[src/rtl/adexp_bias_ctrl.sv]
// Bias/enable register loader and spike-rate counter for the DPI AdExp neuron.
// Byte-wide two-phase strobe writes/reads, windowed saturating spike count.
module adexp_bias_ctrl #(
  parameter int         NREG       = 8,
  parameter logic [7:0] RESET_BIAS = 8'h80,
  parameter int         WIN_LOG2   = 10,
  parameter int         TIMEOUT    = 255
) (
  input  logic                    clk,
  input  logic                    rst_n,
  input  logic [7:0]              wr_data,
  input  logic                    wr_strobe,
  input  logic                    spike_in,
  output logic [8*(NREG-1)-1:0]   bias_bus,
  output logic                    neuron_en,
  output logic                    cnt_en,
  output logic [7:0]              rd_data,
  output logic                    rd_valid,
  output logic                    wr_ack,
  output logic                    err,
  output logic [7:0]              spike_count,
  output logic                    count_valid
);

  // state | meaning
  // IDLE  | waiting for a command byte (read or write-address)
  // ADDR  | write address latched, waiting for the data byte or timeout
  typedef enum logic {IDLE, ADDR} state_t;

  localparam int TW = $clog2(TIMEOUT + 1);
  localparam logic [TW-1:0]       TMR_LOAD = TW'(TIMEOUT);
  localparam logic [TW-1:0]       TMR_ONE  = TW'(1);
  localparam logic [WIN_LOG2-1:0] WIN_ONE  = WIN_LOG2'(1);

  state_t              state, state_nxt;
  logic                stb_s1, stb_s2, stb_d, stb;
  logic                spk_s1, spk_s2, spk_d, spk_edge;
  logic [7:0]          regs [NREG];
  logic [2:0]          addr;
  logic [TW-1:0]       tmr;
  logic [WIN_LOG2-1:0] win;
  logic [7:0]          acc;
  logic                do_wr, do_rd, go_addr, timeout;

  assign spk_edge  = spk_s2 & ~spk_d;
  assign neuron_en = regs[NREG-1][0];
  assign cnt_en    = regs[NREG-1][1];

  for (genvar g = 0; g < NREG - 1; g++) begin : g_bias
    assign bias_bus[8*g +: 8] = regs[g];
  end

  // Strobe pulse is registered once more so wr_data is sampled a full cycle after edge detect.
  always_ff @(posedge clk or negedge rst_n) begin
    if (!rst_n) begin
      stb_s1 <= 1'b0;
      stb_s2 <= 1'b0;
      stb_d  <= 1'b0;
      stb    <= 1'b0;
      spk_s1 <= 1'b0;
      spk_s2 <= 1'b0;
      spk_d  <= 1'b0;
    end else begin
      stb_s1 <= wr_strobe;
      stb_s2 <= stb_s1;
      stb_d  <= stb_s2;
      stb    <= stb_s2 & ~stb_d;
      spk_s1 <= spike_in;
      spk_s2 <= spk_s1;
      spk_d  <= spk_s2;
    end
  end

  always_comb begin
    state_nxt = state;
    do_wr     = 1'b0;
    do_rd     = 1'b0;
    go_addr   = 1'b0;
    timeout   = 1'b0;
    case (state)
      IDLE: begin
        if (stb) begin
          if (wr_data[7]) begin
            go_addr   = 1'b1;
            state_nxt = ADDR;
          end else begin
            do_rd = 1'b1;
          end
        end
      end
      ADDR: begin
        if (stb) begin
          do_wr     = 1'b1;
          state_nxt = IDLE;
        end else if (tmr == '0) begin
          timeout   = 1'b1;
          state_nxt = IDLE;
        end
      end
      default: state_nxt = IDLE;
    endcase
  end

  always_ff @(posedge clk or negedge rst_n) begin
    if (!rst_n) begin
      state    <= IDLE;
      addr     <= '0;
      tmr      <= '0;
      err      <= 1'b0;
      wr_ack   <= 1'b0;
      rd_valid <= 1'b0;
      rd_data  <= '0;
      for (int i = 0; i < NREG - 1; i++) regs[i] <= RESET_BIAS;
      regs[NREG-1] <= '0;
    end else begin
      state    <= state_nxt;
      wr_ack   <= do_wr;
      rd_valid <= do_rd;
      if (go_addr) begin
        addr <= wr_data[2:0];
        tmr  <= TMR_LOAD;
        err  <= 1'b0;
      end else if (state == ADDR && tmr != '0) begin
        tmr <= tmr - TMR_ONE;
      end
      if (timeout) err <= 1'b1;
      if (do_wr) regs[addr] <= wr_data;
      if (do_rd) rd_data <= regs[wr_data[2:0]];
    end
  end

  // A spike edge on the wrap cycle seeds the next window rather than the one being published.
  always_ff @(posedge clk or negedge rst_n) begin
    if (!rst_n) begin
      win         <= '0;
      acc         <= '0;
      spike_count <= '0;
      count_valid <= 1'b0;
    end else if (!cnt_en) begin
      win         <= '0;
      acc         <= '0;
      count_valid <= 1'b0;
    end else begin
      win <= win + WIN_ONE;
      if (&win) begin
        spike_count <= acc;
        count_valid <= 1'b1;
        acc         <= {7'b0, spk_edge};
      end else begin
        count_valid <= 1'b0;
        if (spk_edge && acc != 8'hFF) acc <= acc + 8'd1;
      end
    end
  end

endmodule

[config.mk]
export PLATFORM = sky130hd
export DESIGN_NAME = adexp_bias_ctrl
export DESIGN_NICKNAME = d
export VERILOG_FILES = /design/src/rtl/adexp_bias_ctrl.sv
export SDC_FILE = /design/constraint.sdc
export NUM_CORES = 1
export LEC_CHECK = 0
export ABC_AREA = 1
export CAP_MARGIN = 20
export CORE_ASPECT_RATIO = 0.75
export CORE_MARGIN = 5
export CORE_UTILIZATION = 56
export CTS_BUF_LIST = sky130_fd_sc_hd__clkbuf_8
export DETAILED_ROUTE_END_ITERATION = 10
export PLACE_DENSITY = 0.9
export SLEW_MARGIN = 20
export SYNTH_ARGS = -nofsm -noshare
export SYNTH_HDL_FRONTEND = slang
export SYNTH_SLANG_ARGS = --single-unit
[constraint.sdc]
create_clock -name clk -period 2 [get_ports clk]
set_input_delay 0.5 -clock clk [delete_from_list [all_inputs] [get_ports clk]]
set_output_delay 0.5 -clock clk [all_outputs]
set_load 0.005 [all_outputs]
# Word level (Yosys, flattened, before mapping)
# Cells that the tools add are included.
# classes
shift	0
n_reduce_logical	9
n_mul	0
n_eq_ne	2
div_mod_pow	0
n_addsub	3
bitwise	7
muxes	30
n_lt_le_gt_ge	3
# op_table
cell	count
64-bit bitwise mux	1
8-bit 2-to-1 mux	8
8-bit binary-select mux with 3-bit select	1
8-bit demux with 3-bit select	1
1-bit 2-to-1 mux	17
11-bit AND reduction	1
10-bit by 1-bit adder with 10-bit output, second input constant	1
10-bit 2-to-1 mux	1
10-bit AND reduction	1
8-bit by 1-bit adder with 8-bit output, second input constant	1
4-bit greater-or-equal comparator, second input constant	2
8-bit logical NOT	1
8-bit != test, second input constant	1
3-bit NOT with 4-bit output	2
8-bit nonzero test	1
8-bit by 1-bit subtractor with 8-bit output, second input constant	1
4-bit by 1-bit < comparator with 1-bit output, second input constant	1
2-bit nonzero test	2
1-bit logical AND	3
3-bit by 1-bit != test with 1-bit output, second input constant	1
1-bit NOT	3
1-bit AND	2
1-bit case mux with 2 select lines	1
# word_totals
ram_bits	0
reg_bits	121
romBits	0
out_inout_bits	78
latch_bits	0
mem_count	0
elab_cells	80

# Depth between registers and ports, before layout
# logic_depth
depth_word	6
depth_mapped	10

# Least setup slack after synthesis
# No wires, ideal clock.
# synth_path
path_type	input to register
start	in wr_data[2]
end	reg rd_data[5]
path_slack_ns	0.568
arrival_ns	1.314
path_buffers	2
stages	6
setup_time_ns	0.118
cell_sequence	buf_2 inv_1 clkbuf_1 o211ai_1 nand3_1 nand2_1
# synth_via
elab_chain_len	4
# synth_lines
item	line	text
start, declared	11	input logic [7:0] wr_data,
3-bit NOT with 4-bit output (implied by the code)	128	if (do_rd) rd_data <= regs[wr_data[2:0]];
8-bit binary-select mux with 3-bit select	128	
8-bit 2-to-1 mux (implied by the code) (2 in a row)	128	
end signal, assigned	128	
end, declared	17	output logic [7:0] rd_data,
# Every way passes these cells. The select of a mux whose other input is x is not followed.
# A chain may end at the register's enable or synchronous reset.

# Final worst setup path
# layout_path
start	reg regs (netlist bit bias_bus[14])
end	out bias_bus[14]
# layout_rtl
item	line	text
start, declared	38	logic [7:0] regs [NREG];
start signal, assigned by index	127	if (do_wr) regs[addr] <= wr_data;
end, declared	14	output logic [8*(NREG-1)-1:0] bias_bus,
# No word-level cell between the ends.

==> impl_metrics.xml <==
<?xml version="1.0" encoding="UTF-8"?>
<metrics>
  <group name="run_status">
    <metric name="status" unit="">completed</metric>
  </group>
  <group name="synthesis">
    <metric name="netlist_instances" unit="">699</metric>
    <metric name="average_instance_area_after_synthesis" unit="sq um">8.46</metric>
    <metric name="ys_top_cells_by_count" unit="">nand2_1, dfrtp_1, nor2_1</metric>
    <metric name="netlist_top_cells_area" unit="">dfrtp_1, nand2_1, buf_4, nor2_1, o21ai_1</metric>
    <metric name="ys_async_sr_fraction" unit="%">100</metric>
    <metric name="synth.ff_latch_count" unit="">121</metric>
    <metric name="synth_area" unit="sq mm">0.00591</metric>
    <metric name="synth_most_common_cell" unit="">nand2_1</metric>
    <metric name="share_of_synthesized_cell_area_in_full_adder_half_adder_and_majority_cells" unit="%">0.847</metric>
    <metric name="yosys_warnings" unit="">0</metric>
    <metric name="synth_enable_flop_cells" unit="">0</metric>
    <metric name="compound_gate_fraction_of_synth_area" unit="%">13.4</metric>
    <metric name="synth_top_family_by_area" unit="">simple AND/OR/NAND/NOR gates</metric>
    <metric name="mappedNetlistNets" unit="">715</metric>
    <metric name="yosysTopAreaCell" unit="">dfrtp_1</metric>
    <metric name="netlist-cell-type-count" unit="">28</metric>
    <metric name="ys_seq_area_share" unit="%">51.4</metric>
    <metric name="synth-main-ff-cell" unit="">dfrtp_1</metric>
    <metric name="muxShareOfSynthArea" unit="%">0</metric>
    <metric name="synth_xor_area_share" unit="%">0.593</metric>
    <metric name="post_synth_and_or_nand_nor_area_fraction" unit="%">20.5</metric>
    <metric name="yosysTopAreaCellShare" unit="%">48.3</metric>
  </group>
  <group name="sta">
    <metric name="final.min_clock_period" unit="ns">1.94</metric>
    <metric name="period_share" unit="%">96.8</metric>
    <metric name="setup_viol_count_final" unit="">0</metric>
    <metric name="hold_viol" unit="">0</metric>
    <metric name="slew_headroom" unit="%">59.3</metric>
    <metric name="whs" unit="ns">0.0580</metric>
    <metric name="timing.fmax" unit="GHz">0.517</metric>
    <metric name="final-max-slew-violation-count" unit="">0</metric>
    <metric name="rsz_0062_raised_after_global_routing" unit="">no</metric>
    <metric name="max_slew.worst_pin.slew" unit="ns">0.611</metric>
    <metric name="fin_tns_setup" unit="ns">0</metric>
    <metric name="fin_ws" unit="ns">0.0639</metric>
    <metric name="finalClockSkew" unit="ns">0.0125</metric>
  </group>
  <group name="power_and_ir_drop">
    <metric name="p_int" unit="mW">6.55</metric>
    <metric name="p_sw_share" unit="%">33.6</metric>
    <metric name="p_seq_share" unit="%">42.4</metric>
    <metric name="leakage" unit="nW">3.34</metric>
    <metric name="power_density" unit="mW/mm^2">1400</metric>
    <metric name="power.combinational.fraction" unit="%">31.2</metric>
    <metric name="vdd_ir_drop_max" unit="mV">0.883</metric>
    <metric name="power.switching" unit="mW">3.32</metric>
    <metric name="clockPowerShare" unit="%">26.4</metric>
  </group>
  <group name="placement">
    <metric name="io_buffers" unit="">89</metric>
    <metric name="finalWeightedCongestion" unit="">0.940</metric>
    <metric name="dpl.hpwl" unit="mm">10.9</metric>
    <metric name="dpl_worst_slack" unit="ns">0.0796</metric>
  </group>
  <group name="critical_path">
    <metric name="r2r-end" unit="">acc[7]$_DFFE_PN0P_</metric>
    <metric name="setup_slack_of_the_worst_register_to_register_path" unit="ns">0.21</metric>
    <metric name="cp_launch_type" unit="">flip-flop</metric>
    <metric name="cpPeakStageDelay" unit="ns">0.54</metric>
    <metric name="crit_family" unit="">buffers and inverters</metric>
    <metric name="path_cells" unit="">clkdlybuf4s50_1</metric>
    <metric name="cp_data_arrival_time" unit="ns">1.44</metric>
    <metric name="critPathMaxFanout" unit="">3</metric>
    <metric name="cp.required" unit="ns">1.50</metric>
    <metric name="end_kind" unit="">primary output</metric>
    <metric name="critical_path.reg2reg.startpoint" unit="">acc[0]$_DFFE_PN0P_</metric>
    <metric name="rr_worst_depth" unit="">10</metric>
    <metric name="criticalPathCategory" unit="">reg2out</metric>
    <metric name="worst_path_max_delay_cell" unit="">clkdlybuf4s50_1</metric>
    <metric name="timing.critical_path.buf_inv" unit="">1</metric>
  </group>
  <group name="layout">
    <metric name="area_growth" unit="%">19.5</metric>
    <metric name="final_nets" unit="">765</metric>
    <metric name="drive_above_1_share" unit="%">11.4</metric>
    <metric name="n_antenna_cell" unit="">0</metric>
  </group>
  <group name="clock_network">
    <metric name="numCtsBuffers" unit="">17</metric>
    <metric name="cts_tree" unit="">done</metric>
    <metric name="cts_max_path_buffers" unit="">2</metric>
    <metric name="cts_htree_levels" unit="">4</metric>
    <metric name="cts.sinks" unit="">121</metric>
    <metric name="clkTransAtPathRegs" unit="ns">0.07</metric>
    <metric name="worstSkewPairLatency" unit="ns">0.45</metric>
    <metric name="clock-root-buffer" unit="">clkbuf_8</metric>
    <metric name="cts_hold_buf" unit="">0</metric>
  </group>
  <group name="job">
    <metric name="max_cap_viol_count" unit="">0</metric>
  </group>
  <group name="global_routing">
    <metric name="busiest_layer" unit="">met2</metric>
    <metric name="maximum_number_of_pins_on_one_net_before_global_route_repair" unit="">42</metric>
    <metric name="antenna_found_initial" unit="">0</metric>
    <metric name="grt_use_total" unit="%">25.4</metric>
    <metric name="globalRouteMet2Util" unit="%">37.2</metric>
    <metric name="grt_first_pass_wirelength" unit="mm">25.1</metric>
    <metric name="globalRoute.totalOverflow" unit="">0</metric>
    <metric name="grt_pass1_vias" unit="">4915</metric>
    <metric name="grt.met1_usage" unit="%">34.5</metric>
    <metric name="grtUsageMet3" unit="%">9.05</metric>
  </group>
  <group name="die">
    <metric name="ioPinCount" unit="">90</metric>
    <metric name="initial_cell_density_of_the_core" unit="%">57.5</metric>
    <metric name="rows" unit="">32</metric>
    <metric name="chipHeight" unit="microns">99.0</metric>
    <metric name="design.die.area" unit="sq mm">0.0127</metric>
    <metric name="core_region_area" unit="sq mm">0.0103</metric>
    <metric name="die-width" unit="microns">129</metric>
  </group>
  <group name="detailed_routing">
    <metric name="first_iter_violations" unit="">711</metric>
    <metric name="drc" unit="">0</metric>
    <metric name="routed_length_per_placed_instance" unit="microns">17.6</metric>
    <metric name="detailedRoute.firstPassIterationCount" unit="">7</metric>
    <metric name="routed_wl" unit="mm">15.8</metric>
    <metric name="vias" unit="">5176</metric>
    <metric name="viasPerCell" unit="">5.76</metric>
    <metric name="antenna_violating_nets_post_route" unit="">0</metric>
  </group>
  <group name="min_path">
    <metric name="worstHoldPathType" unit="">in2async</metric>
  </group>
</metrics>
-- registers in the layout (all words and copies together), names as in the netlist, 3 cells and up --
register,count
bias_bus,56
addr,3
rd_data,8
acc,8
win,10
tmr,8
regs,6
spike_count,8
-- logic make-up after synthesis --
family / Yosys count
buffers and inverters: 133
adders and majority gates: 4
AOI/OAI and AO/OA: 146
and+or+nand+nor: 291
xor gates and xnor gates: 4
DFF: 121
-- power groups by stage --
stage	logic, mW	registers [mW]	clock network [mW]
final	3.08	4.19	2.61
after global routing	3.42	4.27	2.74
after CTS	3.06	4.14	2.62
after detailed placement	3.00	4.18	0
after global placement	2.87	4.16	0
after floorplan	2.10	3.86	0
-- what timing repair did --
item,in CTS,in global routing
hold endpoints to repair,0,0
endpoints found under the setup margin,8,3
buffers inserted,3,3
resized for setup,6,2
-- layer usage --
metal  vias up  routed length, microns
li1       2324                       -
met4         0                     527
met5         -                       0
met3        59                    1820
met2       334                    7030
met1      2459                    6430
-- metrics by stage --
step | cell area (sq um) | util [%] | cells | total power [mW]
floorplan | 5910 | - | 699 | 5.96
global placement | 6540 | 63.6 | 860 | 7.03
detailed placement | 6540 | 63.6 | 860 | 7.17
CTS | 7040 | 68.4 | 895 | 9.82
global route | 7070 | 68.7 | 898 | 10.4
finish | 7070 | 68.7 | 898 | 9.87
-- cells in the final DEF (no fill, tap or decap), types with 5 or more instances in the layout --
master	count
a21oi_1	8
buf_4	20
bufinv_16	5
clkbuf_8	21
clkdlybuf4s50_1	81
dfrtp_1	113
dfstp_2	7
dlygate4sd2_1	5
inv_1	52
nand2_1	144
nand2_2	9
nand3_1	32
nand4_1	5
nor2_1	92
o211ai_1	9
o21ai_0	54
o21ai_1	64
o21ai_2	9
-- worst max-delay path by stage --
stage / start / cells past startpoint / end
floorplan: wr_data[2] / 6 / rd_data[5]$_DFFE_PN0P_
global placement: wr_data[0] / 7 / rd_data[1]$_DFFE_PN0P_
detailed placement: wr_data[0] / 7 / rd_data[7]$_DFFE_PN0P_
CTS: bias_bus[39]$_DFFE_PN1P_ / 1 / bias_bus[39]
global route: bias_bus[14]$_DFFE_PN0P_ / 1 / bias_bus[14]
finish: bias_bus[14]$_DFFE_PN0P_ / 1 / bias_bus[14]
-- cell type report --
| class | count | area (sq um) |
|---|---|---|
| sequential | 121 | 3040 |
| clock inverter | 11 | 191 |
| fill | 710 | 3220 |
| tap | 136 | 170 |
| clock buffer | 21 | 289 |
| inverter | 53 | 199 |
| timing repair buffer | 111 | 1090 |
| multi-input combinational | 445 | 2090 |
Power figures use the tool's default switching activity.
